File: config.mk
export PLATFORM = sky130hd
export DESIGN_NAME = load_store_unit
export DESIGN_NICKNAME = d
export VERILOG_FILES = /design/src/rtl/cpu_types.sv /design/src/rtl/lsu_align.sv /design/src/rtl/load_store_unit.sv
export SDC_FILE = /design/constraint.sdc
export NUM_CORES = 1
export LEC_CHECK = 0
export BUFFER_PORTS_ARGS = -buffer_cell sky130_fd_sc_hd__buf_4
export CORE_ASPECT_RATIO = 0.8
export CORE_MARGIN = 8
export CORE_UTILIZATION = 45
export DETAILED_ROUTE_END_ITERATION = 6
export HOLD_SLACK_MARGIN = 0.02
export PLACE_DENSITY_LB_ADDON = 0.2
export SLEW_MARGIN = 20
export SYNTH_ARGS = -nofsm -noshare
export SYNTH_HDL_FRONTEND = slang
export SYNTH_HIERARCHICAL = 1
export SYNTH_SLANG_ARGS = --single-unit
File: constraint.sdc
create_clock -name clk -period 1.5 [get_ports clk]
set_input_delay 0.225 -clock clk [delete_from_list [all_inputs] [get_ports clk]]
set_output_delay 0.225 -clock clk [all_outputs]
set_load 0.02 [all_outputs]
File: src/rtl/cpu_types.sv
// Shared CPU types: load/store FSM states, memory-size funct3 encodings, access legality check.
package cpu_types;

   typedef enum logic [1:0] {
      ST_IDLE = 2'd0,
      ST_REQ  = 2'd1,
      ST_RESP = 2'd2,
      ST_DONE = 2'd3
   } lsu_state_t;

   localparam logic [2:0] F3_B  = 3'b000;
   localparam logic [2:0] F3_H  = 3'b001;
   localparam logic [2:0] F3_W  = 3'b010;
   localparam logic [2:0] F3_BU = 3'b100;
   localparam logic [2:0] F3_HU = 3'b101;

   // Unsigned sizes only make sense for loads; halves need even, words 4-byte alignment.
   function automatic logic lsu_legal(input logic is_store, input logic [2:0] f3,
                                      input logic [1:0] off);
      logic ok;
      case (f3)
         F3_B:    ok = 1'b1;
         F3_H:    ok = ~off[0];
         F3_W:    ok = (off == 2'b00);
         F3_BU:   ok = ~is_store;
         F3_HU:   ok = ~is_store & ~off[0];
         default: ok = 1'b0;
      endcase
      return ok;
   endfunction

endpackage

File: src/rtl/lsu_align.sv
// Lane steering for the LSU: store strobes/replication and load lane extract/extend.
// Latency: purely combinational, zero cycles.
// Backpressure: none; outputs follow inputs.
module lsu_align #(
   parameter int WIDTH = 32
) (
   input  logic [2:0]       funct3,
   input  logic [1:0]       offset,
   input  logic [WIDTH-1:0] wdata,
   input  logic [WIDTH-1:0] word,
   output logic [3:0]       wstrb,
   output logic [WIDTH-1:0] wdata_rep,
   output logic [WIDTH-1:0] rdata_ext
);
   import cpu_types::*;

   logic [WIDTH-1:0] shifted;
   logic [7:0]       lane_b;
   logic [15:0]      lane_h;

   always_comb begin
      shifted = word >> {offset, 3'b000};
      lane_b  = shifted[7:0];
      lane_h  = shifted[15:0];

      // funct3[1:0] alone gives the size; the sign bit only matters for loads.
      case (funct3[1:0])
         2'b00: begin
            wstrb     = 4'b0001 << offset;
            wdata_rep = {(WIDTH/8){wdata[7:0]}};
         end
         2'b01: begin
            wstrb     = 4'b0011 << offset;
            wdata_rep = {(WIDTH/16){wdata[15:0]}};
         end
         default: begin
            wstrb     = 4'b1111;
            wdata_rep = wdata;
         end
      endcase

      case (funct3)
         F3_B:    rdata_ext = {{(WIDTH-8){lane_b[7]}}, lane_b};
         F3_BU:   rdata_ext = {{(WIDTH-8){1'b0}}, lane_b};
         F3_H:    rdata_ext = {{(WIDTH-16){lane_h[15]}}, lane_h};
         F3_HU:   rdata_ext = {{(WIDTH-16){1'b0}}, lane_h};
         default: rdata_ext = shifted;
      endcase
   end

endmodule

File: src/rtl/load_store_unit.sv
// Load/store unit: turns core byte/half/word accesses into aligned word bus transfers.
// Latency: 2 stall cycles (IDLE, REQ) plus the DONE commit cycle when bus_ready/bus_rvalid are immediate.
// Backpressure: holds bus_valid and payload stable until bus_ready; stalls the core until DONE.
module load_store_unit #(
   parameter int WIDTH = 32
) (
   input  logic             clk,
   input  logic             rst_n,
   input  logic             req,
   input  logic             we,
   input  logic [2:0]       funct3,
   input  logic [WIDTH-1:0] addr,
   input  logic [WIDTH-1:0] wdata,
   output logic [WIDTH-1:0] rdata,
   output logic             stall,
   output logic             fault,
   output logic             bus_valid,
   input  logic             bus_ready,
   output logic             bus_we,
   output logic [WIDTH-1:0] bus_addr,
   output logic [WIDTH-1:0] bus_wdata,
   output logic [3:0]       bus_wstrb,
   input  logic             bus_rvalid,
   input  logic [WIDTH-1:0] bus_rdata
);
   import cpu_types::*;

   lsu_state_t       state, state_nxt;
   logic             we_q;
   logic [2:0]       funct3_q;
   logic [WIDTH-1:0] addr_q, wdata_q, rdata_q;
   logic             capture, load_commit, fault_c, in_req;
   logic [3:0]       strb;
   logic [WIDTH-1:0] wrep, ext;

   lsu_align #(.WIDTH(WIDTH)) u_align (
      .funct3    (funct3_q),
      .offset    (addr_q[1:0]),
      .wdata     (wdata_q),
      .word      (bus_rdata),
      .wstrb     (strb),
      .wdata_rep (wrep),
      .rdata_ext (ext)
   );

   always_comb begin
      state_nxt   = state;
      capture     = 1'b0;
      load_commit = 1'b0;
      fault_c     = 1'b0;
      case (state)
         ST_IDLE: begin
            if (req) begin
               if (lsu_legal(we, funct3, addr[1:0])) begin
                  capture   = 1'b1;
                  state_nxt = ST_REQ;
               end else begin
                  fault_c = rst_n;
               end
            end
         end
         ST_REQ: begin
            if (bus_ready) begin
               if (we_q) begin
                  state_nxt = ST_DONE;
               end else if (bus_rvalid) begin
                  load_commit = 1'b1;
                  state_nxt   = ST_DONE;
               end else begin
                  state_nxt = ST_RESP;
               end
            end
         end
         ST_RESP: begin
            if (bus_rvalid) begin
               load_commit = 1'b1;
               state_nxt   = ST_DONE;
            end
         end
         default: state_nxt = ST_IDLE;
      endcase
   end

   always_ff @(posedge clk) begin
      if (!rst_n) begin
         state    <= ST_IDLE;
         we_q     <= 1'b0;
         funct3_q <= '0;
         addr_q   <= '0;
         wdata_q  <= '0;
         rdata_q  <= '0;
      end else begin
         state <= state_nxt;
         if (capture) begin
            we_q     <= we;
            funct3_q <= funct3;
            addr_q   <= addr;
            wdata_q  <= wdata;
            rdata_q  <= '0;
         end
         if (load_commit) rdata_q <= ext;
      end
   end

   // Bus payload is only driven while a request is outstanding, so idle and reset read as zero.
   assign in_req    = (state == ST_REQ);
   assign bus_valid = in_req;
   assign bus_we    = in_req & we_q;
   assign bus_addr  = in_req ? {addr_q[WIDTH-1:2], 2'b00} : '0;
   assign bus_wdata = (in_req && we_q) ? wrep : '0;
   assign bus_wstrb = (in_req && we_q) ? strb : 4'b0000;

   assign rdata = (state == ST_DONE) ? rdata_q : '0;
   assign fault = fault_c;
   assign stall = rst_n & req & (state != ST_DONE) & ~fault_c;

endmodule

==> summary.md <==
| Metric | Value |
|---|---|
| Status | finished with violations |
| Failing checks | setup timing |
| Worst path max stage delay | 390 ps |
| R2R Path End | rdata_q[23] |
| Placement Rows | 36 |
| Maximum VDD drop | 767 uV |
| Area taken by multi-input logic gates | 0.00409 sq mm |
| Reg area | 0.00206 sq mm |
| Post-synthesis cell type count | 42 |
| Req. time, crit path | 1270 ps |
| Avg Inst Size Synth | 7.90 sq um |
| Pwr Density | 931 mW/mm^2 |
| DRT Pass-1 Iters | 5 |
| Final setup margin | -416 ps |
| Setup-failing EPs final | 204 |
| Final Hold Fails | 0 |
| Port Buffers | about 210 |
| R2r worst-path depth | 9 |
| Largest net degree at the start of global routing | 43 |
| Worst-path clk slew | 80 ps |
| Maximum capacitance violations | 0 |
| Cell-internal power | 0.00608 W |
| Post-synthesis register bit count | 102 |
| Net Sw Frac | 34.5% |
| CTS tree | built |
| Number of synthesized flops with an enable pin | 0 |
| Lkg Pwr | 4.40 nW |
| Main synth FF type | dfxtp_1 |
| Ys Warns | 6 |
| FF-to-FF Start | state[1] |
| Core area | 0.0121 sq mm |
| Post-route ant nets | 0 |
| Mapped Area | 0.00553 sq mm |
| Gpl congestion | roughly 0.9 |
| Worst-path maximum fanout | 9 |
| Die Height | approximately 120 um |
| First-pass GRT wire length | 31,300 um |
| Sw Pwr | 0.00320 W |
| Fillers | 616 |
| Layout cells sized above 1 | 61.5% |
| FMAX | 522 MHz |
| Routed length per instance | 23.6 um |
| GRT overflow | 0 |
| CTS buffer count | 9 |
| Routed via count | between 6,000 and 7,000 |
| Final nets | 1,052 |
| Critical-path top delay cell | dfxtp_4 |
| Antenna Cells | 0 |
| Hold Path Cell Cnt | 3 |
| Power share of the clock group | 25.8% |
| Setup TNS Final | -46,880 ps |
| Die area | 0.0161 sq mm |
| Worst slack, placed | -261 ps |
| Fin Clk Skew | 9.26 ps |
| Vias in the first global route | 6,059 |
| R2R setup slack | -350 ps |
| Worst Hold Path EP | wdata_q[20] |
| Sequential power share | 33.6% |
| Synthesized instance count | 699 |
| Critical Path Start | funct3_q[0] |
| Max-slew headroom | between 50% and 60% |
| Comb power frac | 40.6% |
| CTS Sinks | 102 |
| Initial antenna violation count | 0 |
| DRC errors left | 0 |
| WP buf/inv | 2 |
| Ports | 209 |
| Worst setup SP type | register |
| Area share of the leading cell type in the synthesized netlist | 37.0% |
| Die W | between 100 and 150 um |
| Setup CP Type | reg -> out |
| HP Class | in -> reg |
| Seq/Total Area, Yosys | 37.0% |
| CP cell instances | buf_8 -> mux2i_1 -> o21ai_0 -> and3_1 -> buf_4 |
| Initial core utilization | 45.8% |
| WP data arrival | 1690 ps |
| Clock Path Buffers | 2 |
| Crit end category | primary output |
| H-tree levels | 3 |
| Min Hold Slack | 112 ps |
| Layout Area Growth over Synthesis | 80.5% |
| Post-DP HPWL | 13,300 um |
| Final slew viol count | 0 |
| Family with the most delay on the worst path | flip-flops |
| Fin crit share | 128% |
| CTS root buf | clkbuf_16 |
| Drt first-iter violations | between 500 and 600 |
| Fin crit period | 1920 ps |
| Worst-margin pin slew | roughly 660 ps |
| Vias/cell | 5.97 |
| All-layer global routing usage | 23.8% |
| Area leader, netlist | dfxtp_1 |
| Worst-skew pair later-pin latency | between 300 and 400 ps |
| Area contributors post-synth | dfxtp_1 37%, nand2_1 11%, a21oi_1 8.3%, and2_1 7.1%, mux2_2 5.1% |
| Unrepaired setup endpoints after global routing | yes |
| Async set-reset flop share out of synthesis | 0% |
| Total Wirelength | 26,000 um |
| Worst Hold Launch | wdata[20] |
-- repair_timing --
action | in CTS | in global routing
setup buffers | 17 | 15
pin swaps | 31 | 103
endpoints found under the setup margin | 184 | 194
gates resized for setup | 172 | 264
hold buffers | 0 | 0
gates cloned | 9 | 19
-- worst max-delay path by stage --
| stage | endpoint | slack (ps) | cells after the start |
|---|---|---|---|
| floorplan | rdata_q[16] | -70 | 8 |
| global placement | addr_q[20] | -180 | 7 |
| detailed placement | addr_q[13] | -260 | 7 |
| CTS | bus_wdata[12] | -330 | 4 |
| global route | rdata_q[2] | -410 | 8 |
| finish | bus_wdata[31] | -420 | 5 |
-- worst min-delay path, delay by kind of cell --
family                 cells  cell delay [ps]
buffers and inverters      1              110
AND/OR/NAND/NOR            1               50
AO/OA/AOI/OAI              1               40
-- registers in the layout, summed over array words and instances (netlist names) --
register / count
addr_q: 32
we_q: 1
wdata_q: 32
state: 2
rdata_q: 32
funct3_q: 3
-- cells in the mapped netlist (8+ instances only) --
library cell and n:
buf_2 17, buf_4 14, and3_1 37, nand2_1 166, a21oi_1 92, dfxtp_1 102
or2_2 8, mux2i_1 16, a22o_1 32, mux2_2 25, and2_1 63, nor2b_1 10
nand4_1 16, o21ai_0 10, clkbuf_1 31
-- cell families after synthesis --
logic type	count (synthesis)	synth area share (%)
AND/OR/NAND/NOR	318	28.8
flip-flops	102	37.0
XOR/XNOR	1	0.159
multiplexers	42	8.27
buffers and inverters	77	7.11
other	1	0.0679
adder cells (fa/ha/maj)	4	0.906
AO/OA/AOI/OAI	154	17.7
-- cells in the final DEF, fill, tap and decap left out, types with 9 or more instances in the layout --
cell	count
buf_6	113
buf_12	19
mux2_2	14
and2_4	63
nand2_4	40
clkbuf_16	21
a21oi_2	53
nand4_1	16
and3_1	10
mux2i_1	16
mux2_4	12
a21oi_1	39
nand2_2	18
nor2b_1	9
and3_4	27
dfxtp_1	96
nand2_1	108
a22o_1	32
buf_4	145
-- cell type report --
cell class | instances | area share [%]
Clock buffer | 9 | 2.26
Clock inverter | 6 | 0.640
Inverter | 7 | 0.289
Multi-Input combinational cell | 521 | 41.0
Sequential cell | 102 | 20.7
Tap cell | 152 | 1.91
Timing Repair Buffer | 302 | 33.2
-- per-stage QoR --
stage / total power [W] / area (sq um) / util, % / instances
after floorplan: 0.00440 / 5610 / - / 700
after global placement: 0.00506 / 7360 / 61.0 / 1029
after detailed placement: 0.00512 / 7360 / 61.0 / 1029
after CTS: 0.00827 / 8630 / 71.5 / 1070
after global routing: 0.00956 / 9970 / 82.6 / 1099
final: 0.00928 / 9970 / 82.6 / 1099
-- per-layer routing --
layer / vias up / global-route usage [%] / routed length (um)
met4: 0 / 7.14 / 1080
met5: - / 0 / 0
li1: 2874 / - / -
met1: 3201 / 27.4 / 9840
met2: 387 / 41.7 / 12700
met3: 97 / 7.88 / 2350
-- power by group through the flow --
stage | Combinational [W] | Sequential (W) | Clock [W]
global route | 0.00392 | 0.00313 | 0.00251
finish | 0.00377 | 0.00312 | 0.00239
detailed placement | 0.00200 | 0.00312 | 0
global placement | 0.00196 | 0.00311 | 0
floorplan | 0.00132 | 0.00307 | 0
CTS | 0.00283 | 0.00307 | 0.00237
(Power assumes the default switching activity.)
